<file path="src/rtl/pyramid_sprite_mover_if.sv">
// Jump command handshake between the Nios command registers and the motion engine.
//   e_jump_valid : command strobe (from software side)
//   e_jump       : 001 down-right, 010 down-left, 011 up-right, 100 up-left
//   cmd_ready    : high when a strobe will be accepted (from the mover)
interface pyramid_sprite_mover_if;
  logic       e_jump_valid;
  logic [2:0] e_jump;
  logic       cmd_ready;

  modport master (output e_jump_valid, output e_jump, input cmd_ready);
  modport slave  (input e_jump_valid, input e_jump, output cmd_ready);
endinterface

</file>
<file path="src/rtl/pyramid_sprite_mover.sv">
// Motion engine for one pyramid character. Owns the cube coordinate, animates
// the sprite centre in two phases per jump, and runs FALL/KO/RESPAWN when a
// jump leaves the pyramid.
// Ports:
//   clk, reset (async, active-low)
//   e_start / e_pause / e_resume : control pulses (start has highest priority)
//   cmd        : jump command handshake (slave side)
//   e_speed    : clocks per tick, 0 selects DEFAULT_SPEED
//   x_step, y_step, x_origin, y_origin : pyramid geometry in pixels
//   sprite_xy  : {x, y} current centre
//   row, col, cube_onehot : current cube
//   state      : 0 IDLE, 1 JUMP, 2 FALL, 3 KO, 4 RESPAWN
//   paused, done_move, ko_count : status back to software
module pyramid_sprite_mover #(
  parameter int N_ROWS        = 7,
  parameter int STEP          = 1,
  parameter int DEFAULT_SPEED = 100000,
  parameter int FALL_PIX      = 64,
  parameter int KO_TICKS      = 256
) (
  input  logic                               clk,
  input  logic                               reset,
  input  logic                               e_start,
  input  logic                               e_pause,
  input  logic                               e_resume,
  pyramid_sprite_mover_if.slave              cmd,
  input  logic [31:0]                        e_speed,
  input  logic [10:0]                        x_step,
  input  logic [9:0]                         y_step,
  input  logic [10:0]                        x_origin,
  input  logic [9:0]                         y_origin,
  output logic [20:0]                        sprite_xy,
  output logic [$clog2(N_ROWS)-1:0]          row,
  output logic [$clog2(N_ROWS)-1:0]          col,
  output logic [N_ROWS*(N_ROWS+1)/2-1:0]     cube_onehot,
  output logic [2:0]                         state,
  output logic                               paused,
  output logic                               done_move,
  output logic [3:0]                         ko_count
);
  localparam int RW     = $clog2(N_ROWS);
  localparam int N_CUBE = N_ROWS * (N_ROWS + 1) / 2;

  typedef enum logic [2:0] {
    S_IDLE = 3'd0, S_JUMP = 3'd1, S_FALL = 3'd2, S_KO = 3'd3, S_RESPAWN = 3'd4
  } st_t;

  // Move p toward t by STEP, never past t. Direction comes from the command,
  // so wrap-around in the modulo pixel space is handled by the remaining distance.
  function automatic logic [10:0] clamp_step_x(input logic [10:0] p, input logic [10:0] t,
                                               input logic neg);
    logic [10:0] rem;
    rem = neg ? (p - t) : (t - p);
    if (rem <= 11'(STEP)) return t;
    return neg ? (p - 11'(STEP)) : (p + 11'(STEP));
  endfunction

  function automatic logic [9:0] clamp_step_y(input logic [9:0] p, input logic [9:0] t,
                                              input logic neg);
    logic [9:0] rem;
    rem = neg ? (p - t) : (t - p);
    if (rem <= 10'(STEP)) return t;
    return neg ? (p - 10'(STEP)) : (p + 10'(STEP));
  endfunction

  function automatic logic [3:0] sat_inc4(input logic [3:0] v);
    return (v == 4'hF) ? v : v + 4'd1;
  endfunction

  function automatic logic [N_CUBE-1:0] cube_bit(input logic [RW-1:0] r, input logic [RW-1:0] c);
    int idx;
    idx = (int'(r) * (int'(r) + 1)) / 2 + int'(c);
    return N_CUBE'(1) << idx;
  endfunction

  st_t           st;
  logic [31:0]   tick_cnt, aux_cnt;
  // Sprite position is kept as an offset from the origin so reset needs no data load.
  logic [10:0]   xo, txo;
  logic [9:0]    yo, tyo;
  logic [RW-1:0] trow, tcol;
  logic          cur_down, cur_yneg, bad;
  logic          pend_v;
  logic [2:0]    pend_cmd;

  logic [31:0]   period, fall_rem, fall_step;
  logic          paused_nxt, frz, tick, code_ok, acc, arrive, valid_land, nxt_go;
  logic [2:0]    nxt_cmd;
  logic          nxt_down, nxt_yneg;
  logic [RW-1:0] nxt_row, nxt_col;
  logic [10:0]   nxt_xo;
  logic [9:0]    nxt_yo;

  assign sprite_xy     = {x_origin + xo, y_origin + yo};
  assign cube_onehot   = cube_bit(row, col);
  assign state         = st;
  assign cmd.cmd_ready = !paused && !pend_v;

  // Control decode: pause freezes the same cycle it is requested.
  always_comb begin
    period     = (e_speed == 32'd0) ? 32'(DEFAULT_SPEED) : e_speed;
    paused_nxt = paused;
    if (e_pause && !e_resume)      paused_nxt = 1'b1;
    else if (e_resume && !e_pause) paused_nxt = 1'b0;
    frz        = paused_nxt;
    tick       = (st != S_IDLE) && !frz && (tick_cnt == period - 32'd1);
    code_ok    = (cmd.e_jump >= 3'b001) && (cmd.e_jump <= 3'b100);
    acc        = cmd.e_jump_valid && cmd.cmd_ready && code_ok && !frz;
    arrive     = (st == S_JUMP) && !frz && (xo == txo) && (yo == tyo);
    valid_land = arrive && !bad;
    nxt_go     = valid_land ? (pend_v || acc) : ((st == S_IDLE) && acc);
    fall_rem   = 32'(FALL_PIX) - aux_cnt;
    fall_step  = (fall_rem < 32'(STEP)) ? fall_rem : 32'(STEP);
  end

  // Next jump target, based on the cube the character is standing on (trow/tcol
  // equal row/col in IDLE and hold the landing cube on a valid arrival).
  always_comb begin
    nxt_cmd  = (valid_land && pend_v) ? pend_cmd : cmd.e_jump;
    nxt_down = (nxt_cmd == 3'b001) || (nxt_cmd == 3'b010);
    nxt_yneg = (nxt_cmd == 3'b010) || (nxt_cmd == 3'b100);
    nxt_row  = nxt_down ? (trow + RW'(1)) : (trow - RW'(1));
    nxt_col  = tcol;
    if (nxt_cmd == 3'b001)      nxt_col = tcol + RW'(1);
    else if (nxt_cmd == 3'b100) nxt_col = tcol - RW'(1);
    nxt_xo   = nxt_down ? (txo + x_step) : (txo - x_step);
    nxt_yo   = nxt_yneg ? (tyo - y_step) : (tyo + y_step);
  end

  always_ff @(posedge clk or negedge reset) begin
    if (!reset) begin
      st <= S_IDLE; tick_cnt <= '0; aux_cnt <= '0;
      xo <= '0; yo <= '0; txo <= '0; tyo <= '0;
      row <= '0; col <= '0; trow <= '0; tcol <= '0;
      cur_down <= 1'b0; cur_yneg <= 1'b0; bad <= 1'b0;
      pend_v <= 1'b0; pend_cmd <= '0;
      paused <= 1'b0; done_move <= 1'b0; ko_count <= '0;
    end else if (e_start) begin
      st <= S_IDLE; tick_cnt <= '0; aux_cnt <= '0;
      xo <= '0; yo <= '0; txo <= '0; tyo <= '0;
      row <= '0; col <= '0; trow <= '0; tcol <= '0;
      cur_down <= 1'b0; cur_yneg <= 1'b0; bad <= 1'b0;
      pend_v <= 1'b0; pend_cmd <= '0;
      paused <= 1'b0; done_move <= 1'b0; ko_count <= '0;
    end else begin
      paused    <= paused_nxt;
      done_move <= 1'b0;
      if (!frz) begin
        if (st == S_IDLE || tick) tick_cnt <= '0;
        else                      tick_cnt <= tick_cnt + 32'd1;

        case (st)
          S_IDLE: ;
          S_JUMP: begin
            if (arrive) begin
              if (bad) begin
                st      <= S_FALL;
                pend_v  <= 1'b0;
                aux_cnt <= '0;
              end else begin
                row       <= trow;
                col       <= tcol;
                done_move <= 1'b1;
                st        <= S_IDLE;
              end
            end else begin
              if (acc) begin
                pend_v   <= 1'b1;
                pend_cmd <= cmd.e_jump;
              end
              // Down jumps lead with y, up jumps lead with x.
              if (tick) begin
                if (cur_down) begin
                  if (yo != tyo) yo <= clamp_step_y(yo, tyo, cur_yneg);
                  else           xo <= clamp_step_x(xo, txo, 1'b0);
                end else begin
                  if (xo != txo) xo <= clamp_step_x(xo, txo, 1'b1);
                  else           yo <= clamp_step_y(yo, tyo, cur_yneg);
                end
              end
            end
          end
          S_FALL: begin
            if (tick) begin
              xo <= xo + fall_step[10:0];
              if (aux_cnt + fall_step >= 32'(FALL_PIX)) begin
                st       <= S_KO;
                aux_cnt  <= '0;
                ko_count <= sat_inc4(ko_count);
              end else begin
                aux_cnt <= aux_cnt + fall_step;
              end
            end
          end
          S_KO: begin
            if (tick) begin
              if (aux_cnt >= 32'(KO_TICKS) - 32'd1) begin
                st      <= S_RESPAWN;
                aux_cnt <= '0;
              end else begin
                aux_cnt <= aux_cnt + 32'd1;
              end
            end
          end
          S_RESPAWN: begin
            xo <= '0; yo <= '0; txo <= '0; tyo <= '0;
            row <= '0; col <= '0; trow <= '0; tcol <= '0;
            pend_v <= 1'b0;
            st     <= S_IDLE;
          end
          default: st <= S_IDLE;
        endcase

        // Starting a jump overrides the IDLE transition of a valid landing.
        if (nxt_go) begin
          st       <= S_JUMP;
          pend_v   <= 1'b0;
          trow     <= nxt_row;
          tcol     <= nxt_col;
          txo      <= nxt_xo;
          tyo      <= nxt_yo;
          cur_down <= nxt_down;
          cur_yneg <= nxt_yneg;
          bad      <= (nxt_down && trow == RW'(N_ROWS - 1)) || (!nxt_down && trow == '0) ||
                      (nxt_cmd == 3'b011 && tcol == trow) || (nxt_cmd == 3'b100 && tcol == '0);
        end
      end
    end
  end
endmodule

</file>
<file path="src/flat_wrapper.sv">
// flat-port wrapper written by rule: the top's interface ports become plain ports
module pyramid_sprite_mover_flat 
#(
  parameter int N_ROWS        = 7,
  parameter int STEP          = 1,
  parameter int DEFAULT_SPEED = 100000,
  parameter int FALL_PIX      = 64,
  parameter int KO_TICKS      = 256
)
  (clk, reset, e_start, e_pause, e_resume, e_speed, x_step, y_step, x_origin, y_origin, sprite_xy, row, col, cube_onehot, state, paused, done_move, ko_count, cmd_e_jump_valid, cmd_e_jump, cmd_cmd_ready);
  pyramid_sprite_mover_if cmd_i ();
  input  logic clk;
  input  logic reset;
  input  logic e_start;
  input  logic e_pause;
  input  logic e_resume;
  input  logic [31:0] e_speed;
  input  logic [10:0] x_step;
  input  logic [9:0] y_step;
  input  logic [10:0] x_origin;
  input  logic [9:0] y_origin;
  output logic [20:0] sprite_xy;
  output logic [$clog2(N_ROWS)-1:0] row;
  output logic [$clog2(N_ROWS)-1:0] col;
  output logic [N_ROWS*(N_ROWS+1)/2-1:0] cube_onehot;
  output logic [2:0] state;
  output logic paused;
  output logic done_move;
  output logic [3:0] ko_count;
  input wire logic [$bits(cmd_i.e_jump_valid)-1:0] cmd_e_jump_valid;
  input wire logic [$bits(cmd_i.e_jump)-1:0] cmd_e_jump;
  output wire logic [$bits(cmd_i.cmd_ready)-1:0] cmd_cmd_ready;
  assign cmd_i.e_jump_valid = cmd_e_jump_valid;
  assign cmd_i.e_jump = cmd_e_jump;
  assign cmd_cmd_ready = cmd_i.cmd_ready;
  pyramid_sprite_mover #(.N_ROWS(N_ROWS), .STEP(STEP), .DEFAULT_SPEED(DEFAULT_SPEED), .FALL_PIX(FALL_PIX), .KO_TICKS(KO_TICKS)) u_core (.clk(clk), .reset(reset), .e_start(e_start), .e_pause(e_pause), .e_resume(e_resume), .cmd(cmd_i), .e_speed(e_speed), .x_step(x_step), .y_step(y_step), .x_origin(x_origin), .y_origin(y_origin), .sprite_xy(sprite_xy), .row(row), .col(col), .cube_onehot(cube_onehot), .state(state), .paused(paused), .done_move(done_move), .ko_count(ko_count));
endmodule
</file>
<file path="config.mk">
export PLATFORM = sky130hd
export DESIGN_NAME = pyramid_sprite_mover_flat
export DESIGN_NICKNAME = d
export VERILOG_FILES = /design/src/rtl/pyramid_sprite_mover_if.sv /design/src/rtl/pyramid_sprite_mover.sv /design/src/flat_wrapper.sv
export SDC_FILE = /design/constraint.sdc
export NUM_CORES = 1
export LEC_CHECK = 0
export CORE_ASPECT_RATIO = 0.6
export CORE_MARGIN = 4
export CORE_UTILIZATION = 30
export CTS_CLUSTER_SIZE = 40
export DETAILED_ROUTE_END_ITERATION = 12
export PLACE_DENSITY = 0.56
export SYNTH_ARGS = -nofsm -noshare
export SYNTH_HDL_FRONTEND = slang
export SYNTH_SLANG_ARGS = --single-unit
</file>
<file path="constraint.sdc">
create_clock -name clk -period 10 [get_ports clk]
set_clock_uncertainty 0.1 [all_clocks]
set_input_delay 2 -clock clk [delete_from_list [all_inputs] [get_ports clk]]
set_output_delay 2 -clock clk [all_outputs]
set_load 0.01 [all_outputs]
</file>
==> out/metrics.csv <==
metric,value,unit
yosys-top-cells-count,"169 x nor2_1, 168 x nand2_1, 138 x inv_1",
synth_most_common_cell,nor2_1,
clkTransAtPathRegs,0.07,ns
clock_sinks,134,
cp-start-kind,flip-flop,
drv_slew,0,
num_antenna_cells,0,
post_drt_wl_per_cell,18.5,microns
nFillCells,5350,
p_clk_share,31.1,%
synthTopCellsByArea,"dfrtp_1 21%, ha_1 11%, xnor2_1 5.5%, a21oi_1 4.3%, o21ai_0 4.2%",
internal-power,1320,uW
synth_edf_count,0,
grt_pass1_vias,14800,
switchingPower,835,uW
path_cells,ha_1 -> inv_1 -> ha_1 -> nor2_1 -> ha_1 -> inv_1 -> fa_1 -> fa_1 -> inv_1 -> ha_1 -> nor2b_1 -> o21bai_1 -> inv_1 -> nand3_1 -> mux2_2 -> nand2b_1 -> inv_1 -> nand3_1 -> nor2_1 -> clkdlybuf4s50_1,
grt_setup_unrepaired,false,
ios,148,
die_w,304,microns
relSlewSlack,36.0,%
finalHoldViolCount,0,
drc,0,
die_h,185,microns
dieArea,0.0563,sq mm
reg2reg_depth,20,
finalWirelength,53400,microns
min_path_cells,1,
crit_arrival,5.32,ns
hp-class,reg -> reg,
synth_area,0.0157,sq mm
pwr-share-seq,28.6,%
powerDensity,117,mW/mm^2
grt_max_degree,82,
ctsHoldBuffers,0,
multi_input_area,0.0116,sq mm
path_class,reg -> out,
place.gp.congestion,0.932,
overflow,0,
min_period_over_period,74.2,%
std_cell_rows,64,
swShare,38.7,%
cts_tree,done,
outcome,completed,
maxCapViolCount,0,
dp_hpwl,42400,microns
drtIter0Drc,1807,
htreeDepth,4,
clk_latency,0.45,ns
clockBufferDepth,2,
fmax,0.135,GHz
globalRouteTotalUtil,18.7,%
ir_drop,0.120,mV
pwr-share-comb,40.3,%
synth_cells,2070,
postCtsSetupBuffers,0,
vias_per_cell,5.56,
nets,2412,
io_buffers,147,
fin_tns_setup,0,ns
leakage,0.00786,uW
critical_path.most_common_cell,inv_1,
synth_cell_types,82,
synth_top_area_share,21.3,%
setup_violations,0,
dr.pass1.iters,6,
grt_pass1_wl,84100,microns
cpPeakStageDelay,0.55,ns
ys.flop_type,dfrtp_1,
power,2160,uW
ant_nets,0,
yosysWarnings,0,
antenna_found_initial,1,
cts-resized-gates,0,
syn_avg_cell_area,7.60,sq um
synth-async-reset-ratio,100,%
via_count,16000,
start_util,30.6,%
crit_slowest_cell,fa_1,
ys_seq_elements,134,
syn_to_final_growth,17.7,%
tightest_slew,0.958,ns
drive_above_1_share,3.56,%
seq_area,0.00335,sq mm
ctsRootBufferMaster,clkbuf_16,
cp-end-kind,output pin,
yosys.area.top_type,dfrtp_1,
path_max_fanout,7,
core,0.0514,sq mm
worstPathRequired,7.90,ns
cts_made_buffers,17,
ys_seq_area_share,21.3,%
fin_crit,7.42,ns
[worst paths after layout]
kind / start / to / slack (ns)
setup / recovery: u_core.row[0]$_DFFE_PN0P_ / cube_onehot[9] / 2.58
hold / removal: u_core.tick_cnt[27]$_DFFE_PN0N_ / u_core.tick_cnt[27]$_DFFE_PN0N_ / 0.43
setup reg to reg: u_core.aux_cnt[9]$_DFFE_PN0P_ / u_core.aux_cnt[5]$_DFFE_PN0P_ / 2.67
hold reg to reg: u_core.tick_cnt[27]$_DFFE_PN0N_ / u_core.tick_cnt[27]$_DFFE_PN0N_ / 0.43
max in group asynchronous: reset / u_core.aux_cnt[1]$_DFFE_PN0P_ / 6.95
min in group asynchronous: reset / u_core.tick_cnt[7]$_DFFE_PN0N_ / 1.48
[stage by stage]
stage	worst slack [ns]	std cells	hold WS, ns	util [%]	instance area (sq um)
2_1_floorplan	3.81	2091	0.374	-	15800
6_report	2.58	2886	0.435	36.0	18500
3_3_place_gp	2.62	2854	0.408	34.8	17900
3_5_place_dp	2.53	2854	0.427	34.8	17900
5_1_grt	2.21	2886	0.455	36.0	18500
4_1_cts	2.54	2886	0.439	36.0	18500
[layout make-up]
| class | count | area share (%) |
|---|---|---|
| clock buffer | 17 | 2.30 |
| clock inverter | 15 | 0.994 |
| inverter | 139 | 2.82 |
| multi-input combinational | 1728 | 62.6 |
| sequential | 134 | 18.1 |
| tap | 693 | 4.68 |
| timing repair buffer | 160 | 8.48 |
[power by group through the flow]
stage                     Clock (uW)  Combinational, uW  Sequential, uW
after floorplan                    0                583             603
after global placement             0                833             626
after detailed placement           0                851             626
after CTS                        683                859             616
after global routing             705                961             622
final                            672                869             618
[logic make-up (layout without fill, tap and decap cells)]
family | count (synthesis) | in the layout | synth area share [%]
and+or+nand+nor | 789 | 789 | 25.8
AOI/OAI and AO/OA | 581 | 581 | 23.9
buffers and inverters | 229 | 331 | 5.53
xor gates and xnor gates | 154 | 154 | 8.66
adders and majority gates | 149 | 149 | 12.6
DFF | 134 | 134 | 21.3
muxes | 33 | 33 | 2.15
other | 1 | 22 | 0.0238
[critical path: cells and delay by family (launching register included)]
kind                     cells  cell delay [ns]
AO/OA/AOI/OAI                1             0.28
flip-flops                   1             0.47
adder cells (fa/ha/maj)      6             2.13
buffers and inverters        6             0.87
AND/OR/NAND/NOR              6             0.77
multiplexers                 1             0.34
[placed cells by master, fill, tap and decap left out, drive strengths merged, types with 33 or more instances in the layout]
| cell type | count |
|---|---|
| nor3 | 62 |
| dfrtp | 134 |
| a21oi | 135 |
| nand3 | 79 |
| xor2 | 54 |
| and2 | 33 |
| and3 | 37 |
| o21ai | 150 |
| nor4 | 34 |
| nand2b | 34 |
| nor2b | 36 |
| xnor2 | 99 |
| nand4 | 40 |
| nor2 | 169 |
| nand2 | 168 |
| ha | 134 |
| clkdlybuf4s50 | 146 |
| inv | 146 |
[per-layer routing]
metal / track usage (%) / routed length, microns
met2: 25.7 / 21300
met5: 0 / 13
met4: 3.24 / 535
met3: 3.55 / 4030
met1: 29.9 / 27500
[state kept, by name, indices dropped and copies added, names as in the netlist]
name              flops
u_core.aux_cnt       32
u_core.bad            1
u_core.col            3
u_core.cur_down       1
u_core.cur_yneg       1
u_core.done_move      1
u_core.ko_count       4
u_core.paused         1
u_core.pend_cmd       3
u_core.pend_v         1
u_core.row            3
u_core.state          3
u_core.tcol           3
u_core.tick_cnt      32
u_core.trow           3
u_core.txo           11
u_core.tyo           10
u_core.xo            11
u_core.yo            10
No activity file was read; power rests on OpenSTA's default activity.
==> edit (config.mk and constraints unchanged) <==
`N_ROWS` is set to 7 in 2 places; all go to 6.
--- a/src/rtl/pyramid_sprite_mover.sv
+++ b/src/rtl/pyramid_sprite_mover.sv
@@ -14,3 +14,3 @@
 module pyramid_sprite_mover #(
-  parameter int N_ROWS        = 7,
+  parameter int N_ROWS        = 6,
   parameter int STEP          = 1,
--- a/src/flat_wrapper.sv
+++ b/src/flat_wrapper.sv
@@ -3,3 +3,3 @@
 #(
-  parameter int N_ROWS        = 7,
+  parameter int N_ROWS        = 6,
   parameter int STEP          = 1,
Ports: changed (resized cube_onehot); port bits go from 148 to 141. No check against the original RTL was run, so the function may have changed too.
==> edit against the unedited design <==
Via count rose by 4.2%; setup slack improved by 0.22 ns; sequential cell count did not move; non-clock buffer count fell by 9; clock power fell by 2%; first-iteration DRC count fell by 20%; largest cell class unchanged; design area rose by 2.6%; highest routed layer is now met4; area after synthesis rose by 4.1%; critical path depth fell by 3; wire length rose by 2.1%; power fell by 6.5%.
==> edit: results (changes against the unedited design) <==
cts_made_buffers: 17  # unchanged
place_congestion: 0.9453  # was 0.9319
regArea_um2: 3353  # unchanged
synthCells: 2138  # was 2070
critical_path.slowest_cell: "clkdlybuf4s50_1"  # was fa_1
power.leakage_nw: 7.927  # was 7.860 nW
clock_tree.root_cell: "clkbuf_16"  # unchanged
ys_types: 99  # was 82
num-fill-cells: 5453  # was 5350
p_comb_mw: 0.757  # was 0.869 mW
swShare: 0.3607  # was 0.3868
critPathArrivalTime_ns: 5.10  # was 5.32 ns
netlist_top_cells_count: "nand2_1, nor2_1, o21ai_0"  # was nor2_1, nand2_1, inv_1
nNetsFinal: 2462  # was 2412
yosysSeqAreaShare: 0.2048  # was 0.2132
clk_share: 0.03078  # was 0.03292
ir_worst_vdd_v: 0.0001327  # was 0.0001197 V
num-nonclk-buffers: 151  # was 160
synth_compound_area_frac: 0.2511  # was 0.2393
drt_iter0_drc: 1453  # was 1807
dp.cells: 2914  # was 2854
power_mw: 2.018  # was 2.159 mW
grt_max_degree: 70  # was 82
multi_input_area_um2: 12190  # was 11590 um^2
grtUsageTotal: 0.1820  # was 0.1871
placed_area_um2: 18400  # was 17900 um^2
bufAreaShareNonClock: 0.07796  # was 0.08483
routed_wl_um: 54470  # was 53370 um
muxShareOfSynthArea: 0.01972  # was 0.02148
dp_hpwl_um: 42960  # was 42450 um
drive_above_1_share: 0.04641  # was 0.03557
syn2layout_area_growth_pct: 15.98  # was 17.71%
antenna_found_initial: 0  # was 1
worst_slew_pin_slew_ns: 1.086  # was 0.9582 ns
top_regs: "u_core.aux_cnt: 32 flops, u_core.tick_cnt: 32 flops"  # unchanged
grt_pass1_vias: 15338  # was 14771
io_buffers: 140  # was 147
pg_clk_mw: 0.657  # was 0.672 mW
synth_area_leaders: "dfrtp_1, ha_1, xnor2_1"  # unchanged
h-tree-depth: 4  # unchanged
drc: 0  # unchanged
dpl_worst_slack_ns: 2.814  # was 2.533 ns
clkSinkCount: 134  # unchanged
wl_per_cell_um: 18.50  # was 18.49 um
synth-async-reset-ratio: 1.000  # unchanged
synth_ff_type: "dfrtp_1"  # unchanged
clkbuf_count: 17  # unchanged
vias: 16716  # was 16042
n_all_inverters: 134  # was 139
grt_pass1_wl_um: 86300  # was 84110 um
multi_input_cells: 1792  # was 1728
synth-adder-area-share: 0.1208  # was 0.1257
slowest_delay_ns: 0.58  # was 0.55 ns
run_status: "completed"  # unchanged
crit_fanout: 9  # was 7
synth_xor_area_frac: 0.08668  # was 0.08665
## edit: changes by cell type after synthesis, moves of 14 or more
cell,before,now
o31ai_1,22,44
o22ai_1,30,10
nand3_1,79,65
and3_1,37,18
o21ai_0,131,151
o21ai_1,19,5
nand2_1,168,189
## edit: metal layers
metal | routed length (um) | global-route usage | vias to the layer above
met5 | 0 | 0 | -
met4 | 555 | 0.03190 | 0
met3 | 4603 | 0.04092 | 32
met2 | 20840 | 0.2411 | 687
met1 | 28470 | 0.2941 | 7987
li1 | - | - | 8010
## edit: path summary, 6_finish.rpt
check | start | to | slack (ns) | depth (start not counted)
min in group asynchronous | reset | u_core.xo[3] | 1.47 | 1
min reg2reg | u_core.col[2] | u_core.col[2] | 0.43 | 2
max reg2reg | u_core.aux_cnt[0] | u_core.state[0] | 2.81 | 21
max in group asynchronous | reset | u_core.xo[10] | 6.90 | 2
max | u_core.row[0] | cube_onehot[0] | 2.80 | 17
min | u_core.col[2] | u_core.col[2] | 0.43 | 2
